$ cat config.mk
export PLATFORM = sky130hd
export DESIGN_NAME = cpu_run_ctrl_flat
export DESIGN_NICKNAME = d
export VERILOG_FILES = /design/src/rtl/cpu_run_ctrl_if.sv /design/src/rtl/cpu_run_ctrl.sv /design/src/flat_wrapper.sv
export SDC_FILE = /design/constraint.sdc
export NUM_CORES = 1
export LEC_CHECK = 0
export CAP_MARGIN = 15
export CORE_AREA = 2 2 186 188
export CTS_BUF_LIST = sky130_fd_sc_hd__clkbuf_8
export DETAILED_ROUTE_END_ITERATION = 8
export DIE_AREA = 0 0 188 190
export SYNTH_ARGS = -nofsm -noshare
export SYNTH_HDL_FRONTEND = slang
export SYNTH_SLANG_ARGS = --single-unit
$ cat constraint.sdc
create_clock -name clk -period 7.75 [get_ports clk]
set_clock_uncertainty 0.2 [all_clocks]
set_input_delay 1.1625 -clock clk [delete_from_list [all_inputs] [get_ports clk]]
set_output_delay 1.1625 -clock clk [all_outputs]
set_load 0.01 [all_outputs]
$ cat src/rtl/cpu_run_ctrl_if.sv
// Purpose: groups the load stream, dump stream and both CPU memory external ports.
// Latency: none, wires only.
// Backpressure: ld_valid/ld_ready and dump_valid/dump_ready are plain valid-ready pairs.
// master = run controller side, slave = host / cpu side.
interface cpu_run_ctrl_if;
    // load stream (host -> controller)
    logic        ld_valid;
    logic        ld_ready;
    logic [63:0] ld_data;
    // dump stream (controller -> host)
    logic        dump_valid;
    logic        dump_ready;
    logic [63:0] dump_data;
    // instruction-memory external port
    logic [63:0] addr_ext;
    logic        wen_ext;
    logic        ren_ext;
    logic [31:0] wdata_ext;
    // data-memory external port
    logic [63:0] addr_ext_2;
    logic        wen_ext_2;
    logic        ren_ext_2;
    logic [63:0] wdata_ext_2;
    logic [63:0] rdata_ext_2;

    modport master (
        input  ld_valid, ld_data, dump_ready, rdata_ext_2,
        output ld_ready, dump_valid, dump_data,
        output addr_ext, wen_ext, ren_ext, wdata_ext,
        output addr_ext_2, wen_ext_2, ren_ext_2, wdata_ext_2
    );

    modport slave (
        output ld_valid, ld_data, dump_ready, rdata_ext_2,
        input  ld_ready, dump_valid, dump_data,
        input  addr_ext, wen_ext, ren_ext, wdata_ext,
        input  addr_ext_2, wen_ext_2, ren_ext_2, wdata_ext_2
    );
endinterface

$ cat src/rtl/cpu_run_ctrl.sv
// Purpose: sequences one program run on the cpu: load imem, load dmem, run, dump dmem prefix.
// Latency: start -> busy next cycle; loads 1 word/cycle; dump >= 2 cycles/word; done 1 cycle after last phase.
// Backpressure: ld_ready only in load states; dump word held stable on dump_data until dump_ready.
// Ports: clk/arst_n; start/abort and latched lengths/run_cycles; bus (cpu_run_ctrl_if.master)
//        carries load/dump streams and both memory ext ports; cpu_enable, busy, done, state out.
module cpu_run_ctrl #(
    parameter int IMEM_WORDS = 128,
    parameter int DMEM_WORDS = 128,
    parameter int CNT_W      = 16
) (
    input  logic             clk,
    input  logic             arst_n,
    input  logic             start,
    input  logic             abort,
    input  logic [7:0]       imem_len,
    input  logic [7:0]       dmem_len,
    input  logic [7:0]       dump_len,
    input  logic [CNT_W-1:0] run_cycles,
    cpu_run_ctrl_if.master   bus,
    output logic             cpu_enable,
    output logic             busy,
    output logic             done,
    output logic [2:0]       state
);

    typedef enum logic [2:0] {
        S_IDLE     = 3'd0,
        S_LOAD_I   = 3'd1,
        S_LOAD_D   = 3'd2,
        S_RUN      = 3'd3,
        S_DUMP_RD  = 3'd4,
        S_DUMP_OUT = 3'd5,
        S_DONE     = 3'd6
    } state_t;

    localparam logic [8:0] IMEM_MAX = 9'(IMEM_WORDS);
    localparam logic [8:0] DMEM_MAX = 9'(DMEM_WORDS);

    state_t           state_q, state_d;
    logic [7:0]       idx_q, idx_d;
    logic [7:0]       imem_len_q, imem_len_d;
    logic [7:0]       dmem_len_q, dmem_len_d;
    logic [7:0]       dump_len_q, dump_len_d;
    logic [CNT_W-1:0] run_cnt_q, run_cnt_d;
    logic [63:0]      hold_q, hold_d;
    // set once the holding register has captured the word for the current DUMP_OUT
    logic             cap_q, cap_d;

    logic [7:0] imem_len_c, dmem_len_c, dump_len_c;

    // First phase with work left, in fixed phase order.
    function automatic state_t first_phase(input logic i_nz, input logic d_nz,
                                           input logic r_nz, input logic u_nz);
        if (i_nz) return S_LOAD_I;
        if (d_nz) return S_LOAD_D;
        if (r_nz) return S_RUN;
        if (u_nz) return S_DUMP_RD;
        return S_DONE;
    endfunction

    // Requested lengths clamped to the memory depths.
    always_comb begin
        imem_len_c = ({1'b0, imem_len} > IMEM_MAX) ? IMEM_MAX[7:0] : imem_len;
        dmem_len_c = ({1'b0, dmem_len} > DMEM_MAX) ? DMEM_MAX[7:0] : dmem_len;
        dump_len_c = ({1'b0, dump_len} > DMEM_MAX) ? DMEM_MAX[7:0] : dump_len;
    end

    always_comb begin
        state_d    = state_q;
        idx_d      = idx_q;
        imem_len_d = imem_len_q;
        dmem_len_d = dmem_len_q;
        dump_len_d = dump_len_q;
        run_cnt_d  = run_cnt_q;
        hold_d     = hold_q;
        cap_d      = cap_q;

        unique case (state_q)
            S_IDLE: begin
                if (start) begin
                    imem_len_d = imem_len_c;
                    dmem_len_d = dmem_len_c;
                    dump_len_d = dump_len_c;
                    run_cnt_d  = run_cycles;
                    idx_d      = 8'd0;
                    state_d    = first_phase(imem_len_c != 8'd0, dmem_len_c != 8'd0,
                                             run_cycles != '0, dump_len_c != 8'd0);
                end
            end
            S_LOAD_I: begin
                if (bus.ld_valid) begin
                    if (idx_q == imem_len_q - 8'd1) begin
                        idx_d   = 8'd0;
                        state_d = first_phase(1'b0, dmem_len_q != 8'd0,
                                              run_cnt_q != '0, dump_len_q != 8'd0);
                    end else begin
                        idx_d = idx_q + 8'd1;
                    end
                end
            end
            S_LOAD_D: begin
                if (bus.ld_valid) begin
                    if (idx_q == dmem_len_q - 8'd1) begin
                        idx_d   = 8'd0;
                        state_d = first_phase(1'b0, 1'b0, run_cnt_q != '0, dump_len_q != 8'd0);
                    end else begin
                        idx_d = idx_q + 8'd1;
                    end
                end
            end
            S_RUN: begin
                // counter holds the cycles still to run including this one
                run_cnt_d = run_cnt_q - CNT_W'(1);
                if (run_cnt_q == CNT_W'(1)) begin
                    state_d = first_phase(1'b0, 1'b0, 1'b0, dump_len_q != 8'd0);
                end
            end
            S_DUMP_RD: begin
                cap_d   = 1'b0;
                state_d = S_DUMP_OUT;
            end
            S_DUMP_OUT: begin
                // read data is on rdata_ext_2 during the first DUMP_OUT cycle
                if (!cap_q) begin
                    hold_d = bus.rdata_ext_2;
                    cap_d  = 1'b1;
                end
                if (bus.dump_ready) begin
                    if (idx_q == dump_len_q - 8'd1) begin
                        idx_d   = 8'd0;
                        state_d = S_DONE;
                    end else begin
                        idx_d   = idx_q + 8'd1;
                        state_d = S_DUMP_RD;
                    end
                end
            end
            S_DONE: begin
                state_d = S_IDLE;
            end
            default: begin
                state_d = S_IDLE;
            end
        endcase

        // abort wins over every transition above
        if (abort) begin
            state_d    = S_IDLE;
            idx_d      = 8'd0;
            imem_len_d = 8'd0;
            dmem_len_d = 8'd0;
            dump_len_d = 8'd0;
            run_cnt_d  = '0;
            cap_d      = 1'b0;
        end
    end

    always_ff @(posedge clk or negedge arst_n) begin
        if (!arst_n) begin
            state_q    <= S_IDLE;
            idx_q      <= 8'd0;
            imem_len_q <= 8'd0;
            dmem_len_q <= 8'd0;
            dump_len_q <= 8'd0;
            run_cnt_q  <= '0;
            hold_q     <= 64'd0;
            cap_q      <= 1'b0;
        end else begin
            state_q    <= state_d;
            idx_q      <= idx_d;
            imem_len_q <= imem_len_d;
            dmem_len_q <= dmem_len_d;
            dump_len_q <= dump_len_d;
            run_cnt_q  <= run_cnt_d;
            hold_q     <= hold_d;
            cap_q      <= cap_d;
        end
    end

    // Outputs decode the registered state; write enables follow ld_valid in load states only.
    always_comb begin
        bus.ld_ready    = (state_q == S_LOAD_I) || (state_q == S_LOAD_D);
        bus.wen_ext     = (state_q == S_LOAD_I) && bus.ld_valid;
        bus.ren_ext     = 1'b0;
        bus.addr_ext    = (state_q == S_LOAD_I) ? {54'd0, idx_q, 2'b00} : 64'd0;
        bus.wdata_ext   = (state_q == S_LOAD_I) ? bus.ld_data[31:0] : 32'd0;
        bus.wen_ext_2   = (state_q == S_LOAD_D) && bus.ld_valid;
        bus.ren_ext_2   = (state_q == S_DUMP_RD);
        bus.addr_ext_2  = ((state_q == S_LOAD_D) || (state_q == S_DUMP_RD))
                          ? {53'd0, idx_q, 3'b000} : 64'd0;
        bus.wdata_ext_2 = (state_q == S_LOAD_D) ? bus.ld_data : 64'd0;
        bus.dump_valid  = (state_q == S_DUMP_OUT);
        // pass read data through until it is captured, then serve the holding register
        bus.dump_data   = (state_q != S_DUMP_OUT) ? 64'd0
                          : (cap_q ? hold_q : bus.rdata_ext_2);
        cpu_enable      = (state_q == S_RUN);
        busy            = (state_q != S_IDLE);
        done            = (state_q == S_DONE);
        state           = state_q;
    end

endmodule
$ cat src/flat_wrapper.sv
// flat-port wrapper written by rule: the top's interface ports become plain ports
module cpu_run_ctrl_flat 
#(
    parameter int IMEM_WORDS = 128,
    parameter int DMEM_WORDS = 128,
    parameter int CNT_W      = 16
)
  (clk, arst_n, start, abort, imem_len, dmem_len, dump_len, run_cycles, cpu_enable, busy, done, state, bus_ld_valid, bus_ld_data, bus_dump_ready, bus_rdata_ext_2, bus_ld_ready, bus_dump_valid, bus_dump_data, bus_addr_ext, bus_wen_ext, bus_ren_ext, bus_wdata_ext, bus_addr_ext_2, bus_wen_ext_2, bus_ren_ext_2, bus_wdata_ext_2);
  cpu_run_ctrl_if bus_i ();
  input  logic clk;
  input  logic arst_n;
  input  logic start;
  input  logic abort;
  input  logic [7:0] imem_len;
  input  logic [7:0] dmem_len;
  input  logic [7:0] dump_len;
  input  logic [CNT_W-1:0] run_cycles;
  output logic cpu_enable;
  output logic busy;
  output logic done;
  output logic [2:0] state;
  input wire logic [$bits(bus_i.ld_valid)-1:0] bus_ld_valid;
  input wire logic [$bits(bus_i.ld_data)-1:0] bus_ld_data;
  input wire logic [$bits(bus_i.dump_ready)-1:0] bus_dump_ready;
  input wire logic [$bits(bus_i.rdata_ext_2)-1:0] bus_rdata_ext_2;
  output wire logic [$bits(bus_i.ld_ready)-1:0] bus_ld_ready;
  output wire logic [$bits(bus_i.dump_valid)-1:0] bus_dump_valid;
  output wire logic [$bits(bus_i.dump_data)-1:0] bus_dump_data;
  output wire logic [$bits(bus_i.addr_ext)-1:0] bus_addr_ext;
  output wire logic [$bits(bus_i.wen_ext)-1:0] bus_wen_ext;
  output wire logic [$bits(bus_i.ren_ext)-1:0] bus_ren_ext;
  output wire logic [$bits(bus_i.wdata_ext)-1:0] bus_wdata_ext;
  output wire logic [$bits(bus_i.addr_ext_2)-1:0] bus_addr_ext_2;
  output wire logic [$bits(bus_i.wen_ext_2)-1:0] bus_wen_ext_2;
  output wire logic [$bits(bus_i.ren_ext_2)-1:0] bus_ren_ext_2;
  output wire logic [$bits(bus_i.wdata_ext_2)-1:0] bus_wdata_ext_2;
  assign bus_i.ld_valid = bus_ld_valid;
  assign bus_i.ld_data = bus_ld_data;
  assign bus_i.dump_ready = bus_dump_ready;
  assign bus_i.rdata_ext_2 = bus_rdata_ext_2;
  assign bus_ld_ready = bus_i.ld_ready;
  assign bus_dump_valid = bus_i.dump_valid;
  assign bus_dump_data = bus_i.dump_data;
  assign bus_addr_ext = bus_i.addr_ext;
  assign bus_wen_ext = bus_i.wen_ext;
  assign bus_ren_ext = bus_i.ren_ext;
  assign bus_wdata_ext = bus_i.wdata_ext;
  assign bus_addr_ext_2 = bus_i.addr_ext_2;
  assign bus_wen_ext_2 = bus_i.wen_ext_2;
  assign bus_ren_ext_2 = bus_i.ren_ext_2;
  assign bus_wdata_ext_2 = bus_i.wdata_ext_2;
  cpu_run_ctrl #(.IMEM_WORDS(IMEM_WORDS), .DMEM_WORDS(DMEM_WORDS), .CNT_W(CNT_W)) u_core (.clk(clk), .arst_n(arst_n), .start(start), .abort(abort), .imem_len(imem_len), .dmem_len(dmem_len), .dump_len(dump_len), .run_cycles(run_cycles), .bus(bus_i), .cpu_enable(cpu_enable), .busy(busy), .done(done), .state(state));
endmodule
==> impl_metrics.toml <==
[status]
status = "complete, no violations"

[synth]
yosys_warnings = 0
ys_seq_elements = 116
yosys_most_used_dff = "dfrtp_1"
synth_edf_count = 0
avgSynthCellArea_um2 = 8.67
synthArstFlopShare_pct = 100
synth_top_cell_by_area = "dfrtp_1"
ys_seq_area_share_pct = 33.7
synth_area_um2 = 8630
synthTopCellsByArea = "dfrtp_1 (34%), buf_4 (9.8%), mux2_2 (8.5%), mux2i_1 (7.8%), and2_1 (5.0%)"
synth_cells = 995
synth.distinct_cells = 60
synth_top_area_share_pct = 33.7

[critical_path]
cpPeakStageDelay_ns = 0.66
crit_chain = "inv_1 > nor2_1 > nand2_1 > inv_1 > clkdlybuf4s50_1"
crit_path_frequent_cell = "inv_1"
crit_type = "reg2out"
crit_fanout = 17
path_buf_inv = 3
path_delay_family = "buffers and inverters"
critPathLaunchType = "flop"
worstPathArrival_ns = 3.05
reg2regPathDepth = 9
critPathSlowestCell = "clkdlybuf4s50_1"
endpoint_kind = "output port"
worstPathRequired_ns = 6.39
reg2reg_to = "u_core.idx_q[5]"
r2r_slack_ns = 4.35
r2r_start = "u_core.dump_len_q[0]"

[power_and_ir_drop]
power.leakage_nw = 5.27
total_power_mw = 2.98
ir_worst_vdd_uv = 112
powerDensity_nw_per_um2 = 234

[placement]
dp_slack_ns = 3.89
hpwl_um = 21700
port_buffers = 360
finalWeightedCongestion = 0.853
place_area_um2 = 12200

[routing]
ant_nets = 0
wl_per_cell_um = 16.4
dr.first_iter.drc_count = 565
viasPerCell = 4.51
vias = 8082
drt_pass1_iterations = 5
routed_wirelength_um = 29300
remaining_drc_errors = 0

[clock_network]
root_buffer = "clkbuf_8"
htree_levels = 4
cts_tree = "yes"
postCtsHoldBufs = 0
post-cts-setup-buffers = 0
cts_buffers = 17
ctsLongestPathBuffers = 2
cts_resized = 0
insertion_delay_ns = 0.45
clock_sinks = 116
path_clk_slew_ns = 0.08

[hold_path]
min_from = "u_core.hold_q[28]"
hold_path.class = "reg2reg"
whs_path_depth = 1
min_to = "u_core.hold_q[28]"

[timing]
period_share_pct = 56.9
maxSlewViolCount = 0
setup-violations-final = 0
finalHoldViolations = 0
fin_crit_ns = 4.41
fmax_mhz = 227
relSlewSlack_pct = 30.3
fin_tns_setup_ns = 0
tightest_slew_ns = 1.05
rsz0062_at_grt = "no"
setup_slack_ns = 3.34

[finish]
drive_gt1_share_pct = 9.37
layout_common_cells = "clkdlybuf4s50_1 (359), dfrtp_1 (115), conb_1 (113)"
fin_nets = 1501
final_area_um2 = 12700
fin_util_pct = 37.5
layout_commonest_cell = "clkdlybuf4s50_1"
area_growth_pct = 47.6
nFillCells = 3436

[die]
core-area_um2 = 33900
dieHeight_um = 190
dieArea_um2 = 35700
rows = 68
die_w_um = 188
initial_core_util_pct = 25.4
num_io_pins = 474

[grt]
gr-total-overflow = 0
grt_pass1_wl_um = 44900
globalRouteTotalUtil_pct = 15.9
grt_start_max_net_pins = 70
antenna_found_initial = 2
grt_pass1_vias = 7659

[run]
drv_cap = 0
[logic make-up after synthesis]
logic type	Yosys count	synth area share, %
compound gates	125	9.43
xor+xnor	28	3.00
flops	116	33.7
buf+inv	193	13.3
simple gates	394	23.4
other cells	1	0.0435
mux	132	16.3
fa+ha+maj	6	0.870
[power by group]
group	leakage (nW)	internal, mW	switching (mW)
Sequential	1.53	0.813	0.152
Clock	0.250	0.426	0.304
Combinational	3.49	0.648	0.633
Total	5.27	1.89	1.09
[worst max path at each step]
| stage | slack, ns | cells past startpoint | startpoint | to |
|---|---|---|---|---|
| final | 3.34 | 5 | u_core.state[1] | cpu_enable |
| after global routing | 3.09 | 5 | u_core.state[1] | cpu_enable |
| after CTS | 3.37 | 5 | u_core.state[1] | cpu_enable |
| after detailed placement | 3.89 | 3 | bus_ld_valid | bus_wen_ext_2 |
| after global placement | 3.88 | 3 | bus_ld_valid | bus_wen_ext_2 |
| after floorplan | 4.53 | 6 | u_core.state[1] | bus_wdata_ext_2[10] |
[sequential cells by signal, summed over array words and instances, names as in the netlist]
signal	cells
u_core.state	3
u_core.dump_len_q	8
u_core.dmem_len_q	8
u_core.idx_q	8
u_core.run_cnt_q	16
u_core.imem_len_q	8
u_core.hold_q	64
u_core.cap_q	1
[final cells by class]
cell class                      instances  area [um2]  share of cell area (%)
Antenna cell                            2        5.00                  0.0393
Clock buffer                           17         234                    1.84
Inverter                               19        71.3                   0.560
Timing Repair Buffer                  369        3670                    28.8
Sequential cell                       116        2910                    22.8
Tap cell                              455         569                    4.47
Multi-Input combinational cell        798        5010                    39.4
Clock inverter                         15         264                    2.07
[worst register-to-register path, stage by stage, from the launching register on]
cell       delay [ns]
dfrtp_1          0.43
inv_1            0.10
ha_1             0.22
or3b_2           0.48
or3_1            0.38
a2111oi_0        0.47
o211ai_1         0.29
and2_1           0.33
o21ai_2          0.24
o211ai_1         0.14
[stage by stage]
step                      cells  hold slack (ns)
after floorplan            1107            0.271
after global placement     1757            0.288
after detailed placement   1757            0.295
after CTS                  1789            0.314
after global routing       1790            0.331
final                      1791            0.309
[cells in the mapped netlist (all sizes together) (19+ instances only)]
cell and number:
nand2 65, dfrtp 116, mux2i 67, and3 46, o21ai 40, nor2 112
clkbuf 54, a21oi 26, buf 120, xnor2 19, nand3 23, and2 69
mux2 65
[per-layer routing]
metal / GRT usage, % / wire [um]
met1: 22.2 / 13500
met2: 25.1 / 13700
met3: 3.39 / 1650
met4: 3.97 / 386
met5: 0 / 0
Note: power is estimated with default switching activity, not from simulation.
